### src/rtl/muldiv_if.sv
// Request/response bundle between the pipeline and the multiply/divide unit.
interface muldiv_if;
    logic        start;
    logic [2:0]  op;
    logic [31:0] a;
    logic [31:0] b;
    logic        cancel;
    logic        busy;
    logic        done;
    logic [31:0] hi;
    logic [31:0] lo;

    modport master (output start, op, a, b, cancel, input busy, done, hi, lo);
    modport slave  (input start, op, a, b, cancel, output busy, done, hi, lo);
endinterface

### src/rtl/muldiv_ctrl.sv
// Iterative HI/LO multiply/divide unit: one shift-add or restoring
// shift-subtract step per cycle, sign fixed up in a final writeback state.
module muldiv_ctrl #(
    parameter int ITER = 32
) (
    input  logic     clk,
    input  logic     rst,
    muldiv_if.slave  bus
);
    localparam int CW = $clog2(ITER);

    typedef enum logic [1:0] {IDLE, CALC, FINISH} state_t;

    state_t        r_state, w_next;
    logic [CW-1:0] r_cnt;
    logic [63:0]   r_acc;
    logic [31:0]   r_mb;
    logic [31:0]   r_a_raw;
    logic          r_is_div, r_neg_q, r_neg_r, r_done;
    logic [31:0]   r_hi, r_lo;

    logic          w_idle_start, w_accept, w_signed, w_wb;
    logic [31:0]   w_mag_a, w_mag_b;
    logic [32:0]   w_madd, w_prem, w_dsub;
    logic          w_ge;
    logic [63:0]   w_mul_acc, w_div_acc, w_prod;
    logic [31:0]   w_quot, w_rem, w_res_hi, w_res_lo;

    assign w_idle_start = (r_state == IDLE) && bus.start;
    assign w_accept     = w_idle_start && !bus.op[2];
    assign w_signed     = !bus.op[0];
    assign w_mag_a      = (w_signed && bus.a[31]) ? (~bus.a + 32'd1) : bus.a;
    assign w_mag_b      = (w_signed && bus.b[31]) ? (~bus.b + 32'd1) : bus.b;

    // Multiply: low half holds the multiplier, shifted out LSB-first.
    assign w_madd    = {1'b0, r_acc[63:32]} + {1'b0, (r_acc[0] ? r_mb : 32'd0)};
    assign w_mul_acc = {w_madd, r_acc[31:1]};

    // Divide: 33-bit partial remainder so 2*rem+bit never overflows.
    assign w_prem    = r_acc[63:31];
    assign w_ge      = w_prem >= {1'b0, r_mb};
    assign w_dsub    = w_prem - {1'b0, r_mb};
    assign w_div_acc = w_ge ? {w_dsub[31:0], r_acc[30:0], 1'b1} : {r_acc[62:0], 1'b0};

    assign w_prod = r_neg_q ? (~r_acc + 64'd1) : r_acc;
    assign w_quot = r_neg_q ? (~r_acc[31:0] + 32'd1) : r_acc[31:0];
    assign w_rem  = r_neg_r ? (~r_acc[63:32] + 32'd1) : r_acc[63:32];

    always_comb begin
        w_res_hi = w_prod[63:32];
        w_res_lo = w_prod[31:0];
        if (r_is_div) begin
            if (r_mb == 32'd0) begin
                w_res_hi = r_a_raw;
                w_res_lo = 32'hFFFF_FFFF;
            end else begin
                w_res_hi = w_rem;
                w_res_lo = w_quot;
            end
        end
    end

    // Cancel beats the FINISH writeback.
    assign w_wb = (r_state == FINISH) && !bus.cancel;

    always_comb begin
        w_next = r_state;
        case (r_state)
            IDLE:    if (w_accept) w_next = CALC;
            CALC:    if (bus.cancel) w_next = IDLE;
                     else if (r_cnt == CW'(ITER - 1)) w_next = FINISH;
            FINISH:  w_next = IDLE;
            default: w_next = IDLE;
        endcase
    end

    always_ff @(posedge clk or posedge rst) begin
        if (rst) begin
            r_state  <= IDLE;
            r_cnt    <= '0;
            r_acc    <= '0;
            r_mb     <= '0;
            r_a_raw  <= '0;
            r_is_div <= 1'b0;
            r_neg_q  <= 1'b0;
            r_neg_r  <= 1'b0;
            r_done   <= 1'b0;
            r_hi     <= '0;
            r_lo     <= '0;
        end else begin
            r_state <= w_next;
            r_done  <= w_wb;
            if (w_accept) begin
                r_cnt    <= '0;
                r_a_raw  <= bus.a;
                r_is_div <= bus.op[1];
                r_neg_q  <= w_signed && (bus.a[31] ^ bus.b[31]);
                r_neg_r  <= w_signed && bus.a[31];
                r_mb     <= bus.op[1] ? w_mag_b : w_mag_a;
                r_acc    <= {32'd0, (bus.op[1] ? w_mag_a : w_mag_b)};
            end else if (r_state == CALC && !bus.cancel) begin
                r_acc <= r_is_div ? w_div_acc : w_mul_acc;
                r_cnt <= r_cnt + 1'b1;
            end
            if (w_wb) begin
                r_hi <= w_res_hi;
                r_lo <= w_res_lo;
            end else if (w_idle_start && bus.op == 3'b100) begin
                r_hi <= bus.a;
            end else if (w_idle_start && bus.op == 3'b101) begin
                r_lo <= bus.a;
            end
        end
    end

    assign bus.busy = (r_state != IDLE);
    assign bus.done = r_done;
    assign bus.hi   = r_hi;
    assign bus.lo   = r_lo;
endmodule
### src/flat_wrapper.sv
// flat-port wrapper written by rule: the top's interface ports become plain ports
module muldiv_ctrl_flat 
#(
    parameter int ITER = 32
)
  (clk, rst, bus_start, bus_op, bus_a, bus_b, bus_cancel, bus_busy, bus_done, bus_hi, bus_lo);
  muldiv_if bus_i ();
  input  logic clk;
  input  logic rst;
  input wire logic [$bits(bus_i.start)-1:0] bus_start;
  input wire logic [$bits(bus_i.op)-1:0] bus_op;
  input wire logic [$bits(bus_i.a)-1:0] bus_a;
  input wire logic [$bits(bus_i.b)-1:0] bus_b;
  input wire logic [$bits(bus_i.cancel)-1:0] bus_cancel;
  output wire logic [$bits(bus_i.busy)-1:0] bus_busy;
  output wire logic [$bits(bus_i.done)-1:0] bus_done;
  output wire logic [$bits(bus_i.hi)-1:0] bus_hi;
  output wire logic [$bits(bus_i.lo)-1:0] bus_lo;
  assign bus_i.start = bus_start;
  assign bus_i.op = bus_op;
  assign bus_i.a = bus_a;
  assign bus_i.b = bus_b;
  assign bus_i.cancel = bus_cancel;
  assign bus_busy = bus_i.busy;
  assign bus_done = bus_i.done;
  assign bus_hi = bus_i.hi;
  assign bus_lo = bus_i.lo;
  muldiv_ctrl #(.ITER(ITER)) u_core (.clk(clk), .rst(rst), .bus(bus_i));
endmodule
### config.mk
export PLATFORM = sky130hd
export DESIGN_NAME = muldiv_ctrl_flat
export DESIGN_NICKNAME = d
export VERILOG_FILES = /design/src/rtl/muldiv_if.sv /design/src/rtl/muldiv_ctrl.sv /design/src/flat_wrapper.sv
export SDC_FILE = /design/constraint.sdc
export NUM_CORES = 1
export LEC_CHECK = 0
export CORE_MARGIN = 5
export CORE_UTILIZATION = 40
export DETAILED_ROUTE_END_ITERATION = 16
export GPL_TIMING_DRIVEN = 0
export PLACE_DENSITY = 0.63
export SYNTH_ARGS = -nofsm -noshare
export SYNTH_HDL_FRONTEND = slang
export SYNTH_SLANG_ARGS = --single-unit
### constraint.sdc
create_clock -name clk -period 7 [get_ports clk]
set_input_delay 1.05 -clock clk [delete_from_list [all_inputs] [get_ports clk]]
set_output_delay 1.05 -clock clk [all_outputs]
set_load 0.01 [all_outputs]
==> results of run 1 <==
## worst reg2reg max path, delay by kind of cell, from the launching register on
kind,cells,cell delay [ns]
and+or+nand+nor,3,1.05
DFF,1,0.53
adders and majority gates,1,0.34
buffers and inverters,3,1.11
AOI/OAI and AO/OA,5,1.93
## synthesized netlist by cell type (all sizes together), types with 3 or more instances
library cell	instances	area (um2)
a211o	3	26.3
a211oi	10	75.1
a21o	27	203
a21oi	136	681
a221o	4	40.0
a221oi	3	26.3
a22oi	24	180
a311oi	5	43.8
a31oi	22	138
a32oi	3	26.3
and2	4	25.0
and3	11	68.8
buf	29	129
clkbuf	137	515
dfrtp	203	5080
ha	70	876
inv	62	233
mux2i	106	1060
nand2	348	1310
nand2b	13	81.3
nand3	35	180
nand4	19	119
nand4b	3	26.3
nor2	148	556
nor2b	25	156
nor3	36	180
nor3b	4	30.0
nor4	21	144
o211ai	50	375
o21a	15	113
o21ai	267	1340
o21bai	5	37.5
o221ai	22	193
o22ai	4	25.0
o311ai	3	26.3
o31a	4	35.0
o31ai	34	255
o41ai	14	138
or2	12	77.6
or3	25	166
or4	11	90.1
xnor2	94	823
xor2	110	963
## metrics by stage
stage | TNS (ns) | setup slack (ns) | power (mW)
floorplan | 0 | 0.411 | 4.55
global placement | -503.98 | -2.51 | 5.87
detailed placement | 0 | 2.04 | 5.91
CTS | 0 | 2.03 | 7.19
global route | 0 | 1.83 | 7.69
finish | 0 | 1.88 | 7.25
## sequential cells by signal (all words and copies together) (netlist names)
register         count
u_core.bus.lo       32
u_core.r_neg_q       1
u_core.r_cnt         5
u_core.r_acc        64
u_core.r_a_raw      32
u_core.bus.hi       32
u_core.r_neg_r       1
u_core.bus.done      1
u_core.r_state       2
u_core.r_mb         32
u_core.r_is_div      1
## layout make-up
class,count,share of cell area (%)
multi-input cells,1773,56.3
flip-flops and latches,203,25.6
repair buffers,124,6.36
clock buffers,34,3.53
well taps,539,3.41
plain buffers,166,3.25
inverters,63,1.23
clock inverters,6,0.316
## worst max-delay path by stage
stage	to	depth (start not counted)	start	slack (ns)
floorplan	u_core.bus.done	1	rst	0.41
global placement	u_core.r_acc[47]	2	rst	-2.51
detailed placement	u_core.r_acc[43]	12	u_core.r_acc[49]	2.04
CTS	u_core.r_acc[43]	12	u_core.r_acc[49]	2.03
global route	u_core.r_acc[52]	12	u_core.r_mb[17]	1.83
finish	u_core.r_acc[43]	12	u_core.r_acc[49]	1.88
## where the power goes
| group | internal, mW | total, mW | switching (mW) | leakage, nW |
|---|---|---|---|---|
| clock network | 0.727 | 1.26 | 0.531 | 0.365 |
| logic | 1.61 | 4.12 | 2.51 | 5.31 |
| registers | 1.49 | 1.87 | 0.380 | 2.53 |
## kinds of logic after synthesis
logic type      share of synthesized area (%)
xor+xnor                                 10.4
compound gates                           24.0
fa+ha+maj                                5.36
mux                                      6.34
flops                                    29.7
simple gates                             19.0
buf+inv                                  5.15
## routing by layer
layer  GRT usage (%)  wire [um]
met3            5.71       5890
met4            10.1       2950
met5               0          0
met1            39.1      29700
met2            45.4      31200
==> flow_summary.toml, run 1 <==
[synth]
ys_seq_area_share_pct = 29.7
synth_cell_type_count = 74
ys_warn_count = 0
async_flop_share_pct = 100
synth-main-ff-cell = "dfrtp_1"
synth_edf_count = 0
synth_cells = 2205
syn_area_um2 = 17100
ys_ff_latch = 203
syn_nets = 2348
synth.avg_cell_area_um2 = 7.76

[sta]
fin_skew_ns = 0.00880
slew_violations = 0
worst_slew_pin_slew_ns = 1.26
rsz0062_at_grt = "false"
setup_viol = 0
finalCritPeriodShare_pct = 73.1
fmax_mhz = 196
period_minus_slack_ns = 5.12
slew_headroom_pct = 14.9
fin_hold_ws_ns = 0.471
final_hold_viol_count = 0

[route]
ant_nets = 0
wl_per_cell_um = 24.0
vias = 17700
drc = 0
wl_um = 69800
firstDrtPassIters = 8
routed_via_density = 6.08
drtIter0Drc = 1747

[final_layout]
final_cell_mix = "nand2_1 (347), o21ai_0 (262), dfrtp_1 (203), nor2_1 (148), clkbuf_1 (141)"
final-seq-area_um2 = 5080
mostFrequentLayoutCell = "nand2_1"
area_growth_pct = 15.8
stdcell_count = 2908
multi_input_area_um2 = 11100
drive_above_1_share_pct = 3.08
final_cell_area_um2 = 19800
nets = 2498
num_antenna_cells = 0
fillers = 4148
final_util_pct = 47.0

[run_status]
status = "finished clean"

[power]
leakagePower_nw = 8.21
power.density_nw_per_um2 = 366
ir_drop_v = 0.000202

[setup_path]
path_common_cell = "buf_2"
rrSetupSlack_ns = 1.88
r2r-start = "u_core.r_acc[49]"
r2r-end = "u_core.r_acc[43]"
required_ns = 7.39
critPathKind = "reg2reg"
path_delay_family = "compound AO/OA/AOI/OAI gates"
crit_chain = "ha_1 -> clkbuf_1 -> nand4_1 -> or4_1 -> o41ai_1 -> a2111oi_0 -> o31ai_1 -> buf_2 -> buf_2 -> nand3_1 -> o211ai_1 -> a31oi_1"
slowest_stage = "o41ai_1"
worstPathArrival_ns = 5.51
cp_slowest_stage_delay_ns = 1.04
critical_path_buf_inv_count = 3
endpoint_kind = "flop"
worst-r2r-cell-count = 12
cp_max_fo = 10
startpoint_type = "flop"

[flow_run]
cap_violations = 0

[global_routing]
grt_pass1_wl_um = 104000
track_usage_pct = 28.6
grt_pass1_vias = 16800
grt_max_degree = 109
overflow = 0
antenna_found_initial = 1

[clock_tree]
cts_hold_buf = 0
post_cts_resized = 0
clockBufferDepth = 3
post_cts_buffers = 0
insertion_delay_ns = 0.54
ctsHtreeMaxLevel = 1
cts_tree = "yes"
clkSinkCount = 203
clkTransAtPathRegs_ns = 0.06
cts_buffers = 24
cts-root-buf = "clkbuf_16"

[die]
die_w_um = 217
die_h_um = 217
start_util_pct = 40.6
rows = 75
dieArea_um2 = 47000
io_pins = 137
core_area_um2 = 42100

[placement]
hpwl_um = 54900
placed_cells_incl_taps = 2868
port_buffers = 123
gp_congestion = 0.973
placed_area_um2 = 19000

[worst_hold_path]
hp-start = "u_core.r_a_raw[31]"
holdPathEnd = "u_core.r_a_raw[31]"
hp-class = "reg2reg"
holdPathStages = 2
Note: power is estimated with default switching activity, not from simulation.
==> inputs of run 2 (changes only) <==
Settings changed: PLACE_DENSITY 0.63 to 0.6.
Clock period 7 ns to 4.9 ns, I/O delays scaled along.
==> run 2 against run 1 <==
Effect of this change: non-clock buffer count increased by 4; design area grew 0.78%; sequential share of layout area fell by 0.20 points; clock skew is 0.0088 ns higher; first-iteration DRC count decreased by 0.52%; fmax grew 11%; global-route usage increased by 0.27 points; die area unchanged; sequential cell count unchanged; critical endpoint is now u_core.r_acc[62]; largest cell class unchanged; largest power group unchanged.
==> flow_summary.toml, run 2 (same netlist as run 1, synthesis figures left out) <==
[global_routing]
grt_pass1_wl_um = 105000
grt_pass1_vias = 16900
grt_max_degree = 43
antenna_found_initial = 1
track_usage_pct = 28.9
overflow = 0

[final_layout]
num_antenna_cells = 0
nets = 2504
area_growth_pct = 16.7
largest_reg_flops = 64
final-seq-area_um2 = 5080
largest_register = "u_core.r_acc"
multi_input_area_um2 = 11100
mostFrequentLayoutCell = "nand2_1"
final_cell_mix = "nand2_1 (347), o21ai_0 (262), dfrtp_1 (203), nor2_1 (148), clkbuf_1 (138)"
fillers = 4286
drive_above_1_share_pct = 3.66

[die]
core_area_um2 = 42100
io_pins = 137
die_h_um = 217
rows = 75
start_util_pct = 40.6
die_w_um = 217
dieArea_um2 = 47000

[clock_tree]
clkTransAtPathRegs_ns = 0.07
cts_tree = "yes"
cts_buffers = 26
post_cts_buffers = 0
ctsHtreeMaxLevel = 1
clkSinkCount = 203
insertion_delay_ns = 0.56
cts-root-buf = "clkbuf_16"
cts_hold_buf = 0
clockBufferDepth = 3
post_cts_resized = 0

[setup_path]
startpoint_type = "flop"
endpoint_kind = "flop"
critPathKind = "reg2reg"
required_ns = 5.41
cp_max_fo = 10
slowest_stage = "o311ai_0"
crit_chain = "inv_1 -> buf_1 -> nor2_1 -> ha_1 -> o21ai_0 -> nor2_1 -> o311ai_0 -> a21oi_1 -> o21ai_0 -> a31oi_1 -> a311oi_1 -> xor2_1 -> a211oi_1 -> o21a_1"
cp_slowest_stage_delay_ns = 0.68
worstPathArrival_ns = 5.13

[sta]
finalCritPeriodShare_pct = 94.3
final_hold_viol_count = 0
setup_slack_ns = 0.279
rsz0062_at_grt = "false"
slew_headroom_pct = 36.6
fmax_mhz = 216
period_minus_slack_ns = 4.62
setup_viol = 0
slew_violations = 0
worst_slew_pin_slew_ns = 0.951
fin_skew_ns = 0.0176

[flow_run]
cap_violations = 0

[run_status]
status = "finished clean"

[route]
firstDrtPassIters = 6
drtIter0Drc = 1738
wl_per_cell_um = 24.3
vias = 17800
wl_um = 70800
routed_via_density = 6.11
drc = 0
ant_nets = 0

[power]
ir_drop_v = 0.000324
power_mw = 10.5
power.density_nw_per_um2 = 524
leakagePower_nw = 8.28

[worst_hold_path]
hp-class = "reg2reg"

[placement]
port_buffers = 123
hpwl_um = 55500
gp_congestion = 0.992
preCtsSetupSlack_ns = 0.323
## run 2: routing by layer
metal / routed length (um) / track usage, % / up-vias
met2: 31900 / 46.7 / 854
li1: - / - / 8161
met1: 29600 / 38.8 / 8675
met5: 17 / 0 / -
met3: 6210 / 6.14 / 153
met4: 2990 / 9.56 / 2
## run 2: worst max-delay path, delay by kind of cell, from the launching register on
| family | cells | cell delay [ns] |
|---|---|---|
| AND/OR/NAND/NOR | 2 | 0.21 |
| XOR/XNOR | 1 | 0.15 |
| buffers and inverters | 2 | 0.77 |
| adder cells (fa/ha/maj) | 1 | 0.34 |
| flip-flops | 1 | 0.51 |
| AO/OA/AOI/OAI | 8 | 2.58 |
## run 2: layout make-up
| cell class | instances | area share [%] |
|---|---|---|
| clock buffer | 32 | 3.63 |
| clock inverter | 15 | 0.621 |
| timing repair buffer | 128 | 6.67 |
| multi-input combinational | 1773 | 55.8 |
| buffer | 166 | 3.23 |
| sequential | 203 | 25.4 |
| inverter | 63 | 1.20 |
| tap | 539 | 3.38 |
## run 2: path summary, 6_finish.rpt
kind                       slack (ns)                 end  depth (start not counted)          startpoint
setup / recovery                 0.28    u_core.r_acc[62]                         14     u_core.r_acc[0]
hold / removal                   0.48  u_core.r_a_raw[25]                          2  u_core.r_a_raw[25]
setup reg to reg                 0.28    u_core.r_acc[62]                         14     u_core.r_acc[0]
hold reg to reg                  0.48  u_core.r_a_raw[25]                          2  u_core.r_a_raw[25]
max in group asynchronous        3.51    u_core.r_acc[43]                          4                 rst
min in group asynchronous        0.54   u_core.bus.lo[14]                          2                 rst
## run 2: report_power, final
group | internal, mW | leakage [nW] | switching, mW | total [mW]
sequential | 2.12 | 2.53 | 0.566 | 2.69
combinational | 2.31 | 5.34 | 3.53 | 5.84
clock | 1.10 | 0.407 | 0.834 | 1.94
## run 2: stage by stage
step | cell area (um2) | std cells | hold slack, ns | TNS, ns | utilization, %
finish | 20000 | 2919 | 0.477 | 0 | 47.4
detailed placement | 19100 | 2872 | 0.462 | 0 | 45.4
CTS | 20000 | 2919 | 0.478 | 0 | 47.4
global placement | 19000 | 2867 | 0.462 | -39.60 | 45.1
global route | 20000 | 2919 | 0.503 | 0 | 47.4
floorplan | 17100 | 2205 | 0.440 | 0 | -
